## src/rtl/dmem_arb_pkg.sv

```systemverilog
// Shared constants for the two-port data-memory arbiter: lock-state encoding,
// priority-mode selectors and default memory geometry.
package dmem_arb_pkg;

    localparam int ADDR_W_DEF = 8;
    localparam int DATA_W_DEF = 16;

    localparam int PRIO_RR    = 0;
    localparam int PRIO_FIXED = 1;

    typedef enum logic [1:0] {
        UNLOCKED = 2'd0,
        LOCKED0  = 2'd1,
        LOCKED1  = 2'd2
    } lock_state_e;

    // Bit N set means port N may be granted in this lock state.
    function automatic logic [1:0] lock_allow(input lock_state_e st);
        case (st)
            LOCKED0: lock_allow = 2'b01;
            LOCKED1: lock_allow = 2'b10;
            default: lock_allow = 2'b11;
        endcase
    endfunction

endpackage

```

## src/rtl/dmem_arb_pick.sv

```systemverilog
// Combinational two-way winner select: lock filter first, then round-robin or
// fixed priority when both eligible ports are requesting.
module dmem_arb_pick
    import dmem_arb_pkg::*;
#(
    parameter int PRIO_MODE = PRIO_RR
) (
    input  logic        req0,
    input  logic        req1,
    input  logic        rr_last,
    input  lock_state_e lock_state,
    output logic        win0,
    output logic        win1
);

    logic [1:0] elig;

    assign elig = {req1, req0} & lock_allow(lock_state);

    // rr_last names the previous winner, so the other port wins a tie.
    always_comb begin
        win0 = 1'b0;
        win1 = 1'b0;
        if (elig == 2'b11) begin
            if (PRIO_MODE == PRIO_FIXED || rr_last) begin
                win0 = 1'b1;
            end else begin
                win1 = 1'b1;
            end
        end else begin
            win0 = elig[0];
            win1 = elig[1];
        end
    end

endmodule

```

## src/rtl/dmem_arbiter.sv

```systemverilog
// Two-master arbiter in front of the single-port dmem (CPU MEM stage, debug port).
// Optional bus locking is compiled in with DMEM_ARB_LOCK_EN.
module dmem_arbiter
    import dmem_arb_pkg::*;
#(
    parameter int ADDR_W    = ADDR_W_DEF,
    parameter int DATA_W    = DATA_W_DEF,
    parameter int PRIO_MODE = PRIO_RR
) (
    input  logic              clk,
    input  logic              rst_n,
    input  logic              req0,
    input  logic              we0,
    input  logic [ADDR_W-1:0] addr0,
    input  logic [DATA_W-1:0] wdata0,
    input  logic              lock0,
    output logic              gnt0,
    output logic [DATA_W-1:0] rdata0,
    output logic              rvalid0,
    input  logic              req1,
    input  logic              we1,
    input  logic [ADDR_W-1:0] addr1,
    input  logic [DATA_W-1:0] wdata1,
    input  logic              lock1,
    output logic              gnt1,
    output logic [DATA_W-1:0] rdata1,
    output logic              rvalid1,
    output logic              mem_ena,
    output logic              mem_wena,
    output logic [ADDR_W-1:0] mem_addr,
    output logic [DATA_W-1:0] mem_wdata,
    input  logic [DATA_W-1:0] mem_rdata
);

    logic [1:0]        we_v;
    logic [1:0]        win_v;
    logic [1:0]        gnt_v;
    logic [ADDR_W-1:0] addr_v  [2];
    logic [DATA_W-1:0] wdata_v [2];
    logic              rr_last_q;
    logic              rr_last_d;
    lock_state_e       lock_state;

    assign we_v       = {we1, we0};
    assign addr_v[0]  = addr0;
    assign addr_v[1]  = addr1;
    assign wdata_v[0] = wdata0;
    assign wdata_v[1] = wdata1;

    dmem_arb_pick #(
        .PRIO_MODE (PRIO_MODE)
    ) u_pick (
        .req0       (req0),
        .req1       (req1),
        .rr_last    (rr_last_q),
        .lock_state (lock_state),
        .win0       (win_v[0]),
        .win1       (win_v[1])
    );

    // Masking with rst_n keeps a write presented during reset off the memory.
    assign gnt_v = win_v & {2{rst_n}};
    assign gnt0  = gnt_v[0];
    assign gnt1  = gnt_v[1];

    always_comb begin
        mem_ena   = |gnt_v;
        mem_wena  = 1'b0;
        mem_addr  = '0;
        mem_wdata = '0;
        for (int i = 0; i < 2; i++) begin
            if (gnt_v[i]) begin
                mem_wena  = we_v[i];
                mem_addr  = addr_v[i];
                mem_wdata = wdata_v[i];
            end
        end
    end

    // Per-port read return: mem_rdata is captured only on a granted read.
    generate
        for (genvar gi = 0; gi < 2; gi++) begin : g_port
            logic              rd_hit;
            logic              rvalid_d;
            logic              rvalid_q;
            logic [DATA_W-1:0] rdata_d;
            logic [DATA_W-1:0] rdata_q;

            assign rd_hit   = gnt_v[gi] & ~we_v[gi];
            assign rvalid_d = rd_hit;
            assign rdata_d  = rd_hit ? mem_rdata : rdata_q;

            always_ff @(posedge clk) begin
                if (!rst_n) begin
                    rvalid_q <= 1'b0;
                    rdata_q  <= '0;
                end else begin
                    rvalid_q <= rvalid_d;
                    rdata_q  <= rdata_d;
                end
            end
        end
    endgenerate

    assign rvalid0 = g_port[0].rvalid_q;
    assign rvalid1 = g_port[1].rvalid_q;
    assign rdata0  = g_port[0].rdata_q;
    assign rdata1  = g_port[1].rdata_q;

    always_comb begin
        rr_last_d = rr_last_q;
        if (gnt_v[0]) begin
            rr_last_d = 1'b0;
        end else if (gnt_v[1]) begin
            rr_last_d = 1'b1;
        end
    end

    always_ff @(posedge clk) begin
        if (!rst_n) begin
            rr_last_q <= 1'b1;
        end else begin
            rr_last_q <= rr_last_d;
        end
    end

`ifdef DMEM_ARB_LOCK_EN
    lock_state_e lock_q;

    // A lock is held only while its owner keeps requesting.
    always_ff @(posedge clk) begin
        if (!rst_n) begin
            lock_q <= UNLOCKED;
        end else begin
            case (lock_q)
                UNLOCKED: begin
                    if (gnt_v[0] && lock0) begin
                        lock_q <= LOCKED0;
                    end else if (gnt_v[1] && lock1) begin
                        lock_q <= LOCKED1;
                    end
                end
                LOCKED0: begin
                    if (!req0 || (gnt_v[0] && !lock0)) begin
                        lock_q <= UNLOCKED;
                    end
                end
                LOCKED1: begin
                    if (!req1 || (gnt_v[1] && !lock1)) begin
                        lock_q <= UNLOCKED;
                    end
                end
                default: lock_q <= UNLOCKED;
            endcase
        end
    end

    assign lock_state = lock_q;
`else
    logic unused_lock;

    assign lock_state  = UNLOCKED;
    assign unused_lock = lock0 ^ lock1;
`endif

endmodule

```

## config.mk

```make
export PLATFORM = sky130hd
export DESIGN_NAME = dmem_arbiter
export DESIGN_NICKNAME = d
export VERILOG_FILES = /design/src/rtl/dmem_arb_pkg.sv /design/src/rtl/dmem_arb_pick.sv /design/src/rtl/dmem_arbiter.sv
export SDC_FILE = /design/constraint.sdc
export NUM_CORES = 1
export LEC_CHECK = 0
export CAP_MARGIN = 40
export CORE_UTILIZATION = 25
export DETAILED_ROUTE_END_ITERATION = 8
export GPL_ROUTABILITY_DRIVEN = 0
export MAX_ROUTING_LAYER = met4
export SLEW_MARGIN = 20
export SYNTH_ARGS = -nofsm -noshare
export SYNTH_HDL_FRONTEND = slang
export SYNTH_HIERARCHICAL = 1
export SYNTH_SLANG_ARGS = --single-unit
```

## constraint.sdc

```tcl
create_clock -name clk -period 2.88 [get_ports clk]
set_input_delay 0.576 -clock clk [delete_from_list [all_inputs] [get_ports clk]]
set_output_delay 0.576 -clock clk [all_outputs]
set_load 0.02 [all_outputs]
```

==> results of run 1 <==
kinds of logic (layout without fill, tap and decap cells):
family                   Yosys count  after routing  share of synthesized area (%)
multiplexers                      32             32                          18.38
AO/OA/AOI/OAI                     27             27                          15.15
other                              1              3                         0.2152
buffers and inverters             20            151                          9.762
AND/OR/NAND/NOR                   60             60                          15.00
adder cells (fa/ha/maj)            2              2                          1.292
flip-flops                        35             35                          40.20
routing by layer:
layer	vias up	global-route usage [%]	wire, um
li1	886	-	-
met1	808	17.11	2272
met2	102	23.93	2529
met3	3	3.946	453
met4	0	4.545	34
met5	-	-	0
worst register-to-register path, cell delays in order (launching register included):
cell and delay (ns):
dfxtp_1 0.36, nand2_1 0.07, maj3_2 0.30, and2_4 0.17, buf_4 0.13, and2b_1 0.14, buf_4 0.22, mux2i_1 0.16
worst max path at each step:
stage,from,end,slack [ns],cells past startpoint
floorplan,req1,mem_addr[0],0.42,6
global placement,req0,mem_addr[3],-0.44,8
detailed placement,req0,mem_addr[3],-0.45,8
CTS,req1,gnt0,0.01,7
global route,req1,mem_addr[0],0.06,7
finish,req1,mem_wdata[14],0.14,7
cell usage after synthesis (2+ instances only):
cell type,instances,share of area (%)
maj3_2,2,1.3
a32o_1,24,14
buf_6,7,4.5
mux2i_1,32,18
nand2_1,49,11
and2_1,3,1.1
buf_2,7,2.0
nor2b_1,3,1.1
dfxtp_1,35,40
buf_8,3,2.6
area by class of cell:
type / count / area (sq um)
fillers: 670 / 3626
repair buffers: 142 / 1305
multi-input cells: 124 / 884.6
flip-flops and latches: 35 / 700.7
well taps: 80 / 100.1
clock buffers: 5 / 68.82
clock inverters: 3 / 67.56
inverters: 1 / 3.754
sequential cells by signal, indices dropped and copies added (netlist names):
name,count
rdata1,16
rvalid0,1
rr_last_q,1
rvalid1,1
rdata0,16
power breakdown:
group | switching, mW | leakage [nW] | internal [mW]
Sequential | 0.0107 | 0.285 | 0.506
Clock | 0.181 | 0.0644 | 0.345
Combinational | 0.162 | 0.978 | 0.198
Total | 0.354 | 1.33 | 1.05
through the flow:
stage | instances | TNS (ns) | worst slack, ns
after global routing | 390 | 0 | 0.05501
after global placement | 382 | -10.92 | -0.4361
final | 390 | 0 | 0.1420
after floorplan | 179 | 0 | 0.4195
after detailed placement | 382 | -11.05 | -0.4461
after CTS | 390 | 0 | 0.01453
what timing repair did:
item,4_1_cts,5_1_grt
buffers inserted,0,0
endpoints found under the hold margin,0,0
setup endpoints to repair,28,24
gates resized for setup,106,8
==> results.cfg, run 1 <==
[clocking]
max-clock-path-buffers = 2
cts-root-buf = clkbuf_8
hold_buffers = 0
insertion_delay_ns = 0.29
cts_buffers = 5
numClockSinks = 35
htree_levels = 2
clkSlewWorstSetupHoldPaths_ns = 0.07
cts_tree = built

[routing]
drc = 1
drtPass1Iterations = 6
post_drt_wl_per_cell_um = 13.56
vias = 1799
wl_um = 5289
via_per_inst = 4.613
antenna_left = 0
drt_iter0_markers = 45

[critical_path]
r2r_start = rr_last_q
crit_required_ns = 2.30
critical_path_class = in2out
reg2reg_to = rdata1[9]
crit_arrival_ns = 2.16
worstSetupEndpointType = output pin
r2r_slack_ns = 1.20
slowest_stage = clkdlybuf4s50_1
crit_chain = clkdlybuf4s50_1, nor2b_1, maj3_2, nor2b_2, buf_4, a32o_1, buf_2
max_stage_delay_ns = 0.41
path_max_fanout = 10
ff2ff_path_depth = 7
critPathBufInv = 3
cp-start-kind = primary input
critPathTopFamily = buffers and inverters

[global_route]
grt_overflow = 0
grt_first_pass_wirelength_um = 8162
grt_pass1_vias = 1744
track_usage_pct = 14.47
grt_max_degree = 38
antenna_found_initial = 0

[yosys]
avgSynthCellArea_sq_um = 9.847
yosys_most_used_dff = dfxtp_1
synth_edf_count = 0
ys_seq_elements = 35
synth_cell_types = 22
yosys_warnings = 6
ys_async_sr_fraction_pct = 0
synth_cells = 177
ys_seq_area_share_pct = 40.20
netlist_area_sq_mm = 0.001743

[final_layout]
drive_gt1_share_pct = 17.42
final_util_pct = 46.33
layout_common_cells = 101 x clkdlybuf4s50_1, 49 x nand2_1, 35 x dfxtp_1, 32 x mux2i_1
layout.nets = 381
areaGrowthSynthToFinish_pct = 79.61
diodes = 0
stdcell_area_sq_mm = 0.003131
final_common_cell = clkdlybuf4s50_1

[floorplan]
die_x_um = 85.50
io_pins = 134
rows = 30
fp.dieArea_sq_mm = 0.007309
initial_core_util_pct = 25.80
core-area_sq_mm = 0.006756
dieHeight_um = 85.50

[placed_design]
io_buffers = 131
placement.cell_area_sq_mm = 0.003110
dp_hpwl_um = 3987

[run_status]
status = finished, violations left
violations = design-rule violations

[job]
drv_cap = 0

[sta]
rsz0062_at_grt = no
maxSlewViolCount = 0
finClkSkew_ns = 0.003646
max_freq_mhz = 365.2
hold_viol_final = 0
period_share_pct = 95.07
finalSetupViolCount = 0
fin_crit_ns = 2.738
hold_slack_ns = 0.4595

[power_and_ir_drop]
vdd_drop_max_mv = 0.1832
total_power_mw = 1.402
p_leak_nw = 1.328
power_density_mw_per_mm2 = 448.0

[min_path]
hold_path.class = reg2reg
min-delay-start = rdata0[5]
whs_path_depth = 2
hold_end = rdata0[5]
Power figures use the tool's default switching activity.
==> run 2: changes to the inputs <==
--- a/config.mk
+++ b/config.mk
@@ -6,10 +6,11 @@
 export NUM_CORES = 1
 export LEC_CHECK = 0
 export CAP_MARGIN = 40
-export CORE_UTILIZATION = 25
+export CORE_UTILIZATION = 36
 export DETAILED_ROUTE_END_ITERATION = 8
 export GPL_ROUTABILITY_DRIVEN = 0
 export MAX_ROUTING_LAYER = met4
+export PLACE_DENSITY = 0.86
 export SLEW_MARGIN = 20
 export SYNTH_ARGS = -nofsm -noshare
 export SYNTH_HDL_FRONTEND = slang
==> run 2 against run 1 <==
Net effect:
- sequential share of layout area about the same
- global-route usage up 6.7 points
- the flow now finishes without violations
- largest cell class unchanged
- first-iteration DRC count increased by 82%
- hold slack worse by 0.0040 ns
- utilization increased by 23 points
- critical path depth increased by 1
==> results.cfg, run 2 (synthesis gave the netlist of run 1 again) <==
[run_status]
status = completed

[global_route]
grt_pass1_vias = 1815
track_usage_pct = 21.20
grt_overflow = 0
grt_first_pass_wirelength_um = 8238
grt_max_degree = 49
antenna_found_initial = 0

[placed_design]
io_buffers = 131
dp_hpwl_um = 3782
placement.cell_area_sq_mm = 0.003065
post-place-ws_ns = -0.4374

[critical_path]
reg2reg_to = rdata1[8]
crit_arrival_ns = 2.26
path_max_fanout = 14
slowest_stage = clkdlybuf4s50_1
critical_path_class = in2out
cp-start-kind = primary input
crit_required_ns = 2.30
worstSetupEndpointType = output pin
r2r_slack_ns = 1.21
crit_chain = clkdlybuf4s50_1, nand2_1, maj3_2, and2_4, and2_4, buf_12, a32o_2, buf_2
max_stage_delay_ns = 0.47
r2r_start = rr_last_q
critPathLaunch = req0
cpMostUsedCell = and2_4
ff2ff_path_depth = 7

[min_path]
whs_path_depth = 2
hold_path.class = reg2reg
min-delay-start = rdata1[10]
hold_end = rdata1[10]

[final_layout]
regArea_sq_um = 700.7
multi_input_area_sq_um = 887.1
drive_gt1_share_pct = 17.48
layout.nets = 380
fillers = 396
stdcell_area_sq_mm = 0.003133
layout_common_cells = 103 x clkdlybuf4s50_1, 49 x nand2_1, 35 x dfxtp_1, 32 x mux2i_1, 22 x a32o_1
diodes = 0
areaGrowthSynthToFinish_pct = 79.76
final_util_pct = 69.56
final_common_cell = clkdlybuf4s50_1

[floorplan]
io_pins = 134
core-area_sq_mm = 0.004504
die_x_um = 71.58
rows = 24
fp.dieArea_sq_mm = 0.005124
dieHeight_um = 71.58
initial_core_util_pct = 38.69

[sta]
finClkSkew_ns = 0.008123
layout_setup_ws_ns = 0.04751
hold_viol_final = 0
fin_crit_ns = 2.832
maxSlewViolCount = 0
rsz0062_at_grt = no
max_freq_mhz = 353.0
finalSetupViolCount = 0
period_share_pct = 98.35

[routing]
antenna_left = 0
drtPass1Iterations = 6
post_drt_wl_per_cell_um = 14.19
drc = 0
drt_iter0_markers = 82
wl_um = 5122
vias = 1792
via_per_inst = 4.964

[power_and_ir_drop]
seqPwrFrac_pct = 39.2
switching_share_pct = 26.25
total_power_mw = 1.316
vdd_drop_max_mv = 0.2422
p_switching_uw = 345.5
power_frac_comb_pct = 28.1
p_leak_nw = 1.332
power_density_mw_per_mm2 = 420.1
power.internal_uw = 970.7
clockPowerShare_pct = 32.6

[clocking]
hold_buffers = 0
clkSlewWorstSetupHoldPaths_ns = 0.07
cts_buffers = 5
htree_levels = 2
max-clock-path-buffers = 2
postCtsSetupBuffers = 0
numClockSinks = 35
cts_tree = built
insertion_delay_ns = 0.28
cts-root-buf = clkbuf_8

[job]
drv_cap = 0
[run 2: cell types whose count changed in the layout (fill, tap and decap cells not counted), sizes merged]
cell	delta
clkinvlp	-1
clkdlybuf4s50	+2
buf	-2
dlymetal6s2s	-1
clkinv	+2
bufinv	-1
[run 2: per-layer routing]
metal / global-route usage, % / vias up / routed length, um
li1: - / 882 / -
met1: 22.90 / 810 / 2019
met2: 38.10 / 95 / 2556
met3: 6.329 / 5 / 502
met4: 5.229 / 0 / 43
met5: - / - / 0
[run 2: worst max-delay path: cells and delay by family]
| kind | cells | cell delay, ns |
|---|---|---|
| buffers and inverters | 3 | 0.77 |
| AND/OR/NAND/NOR | 3 | 0.40 |
| adder cells (fa/ha/maj) | 1 | 0.29 |
| AO/OA/AOI/OAI | 1 | 0.21 |
[run 2: final cells by class]
type / instances / area share [%]
Clock inverter: 3 / 1.398
Timing Repair Buffer: 141 / 43.53
Clock buffer: 5 / 2.196
Multi-Input combinational cell: 124 / 28.31
Inverter: 1 / 0.1198
Sequential cell: 35 / 22.36
Tap cell: 52 / 2.077
[run 2: worst max-delay path by stage]
stage	endpoint	slack, ns
after global routing	mem_addr[5]	0.001
after global placement	mem_wena	-0.40
after floorplan	mem_addr[0]	0.42
after CTS	mem_addr[6]	-0.09
after detailed placement	mem_wdata[1]	-0.44
final	mem_addr[3]	0.05
[run 2: repair_timing]
action,CTS,global route
gates cloned,1,0
pin swaps,0,1
gates resized for setup,104,26
setup endpoints to repair,28,20
[run 2: power by group through the flow]
stage / Clock, mW / Combinational [mW] / Sequential [mW]
global placement: 0 / 0.372 / 0.527
finish: 0.429 / 0.370 / 0.516
CTS: 0.445 / 0.364 / 0.516
floorplan: 0 / 0.154 / 0.553
global route: 0.463 / 0.396 / 0.519
detailed placement: 0 / 0.376 / 0.528
[run 2: through the flow]
step | std cells | hold slack (ns) | TNS (ns)
after floorplan | 179 | 0.4947 | 0
after global placement | 352 | 0.4426 | -10.30
after detailed placement | 352 | 0.4473 | -11.00
after CTS | 361 | 0.4593 | -1.138
after global routing | 361 | 0.4827 | 0
final | 361 | 0.4555 | 0
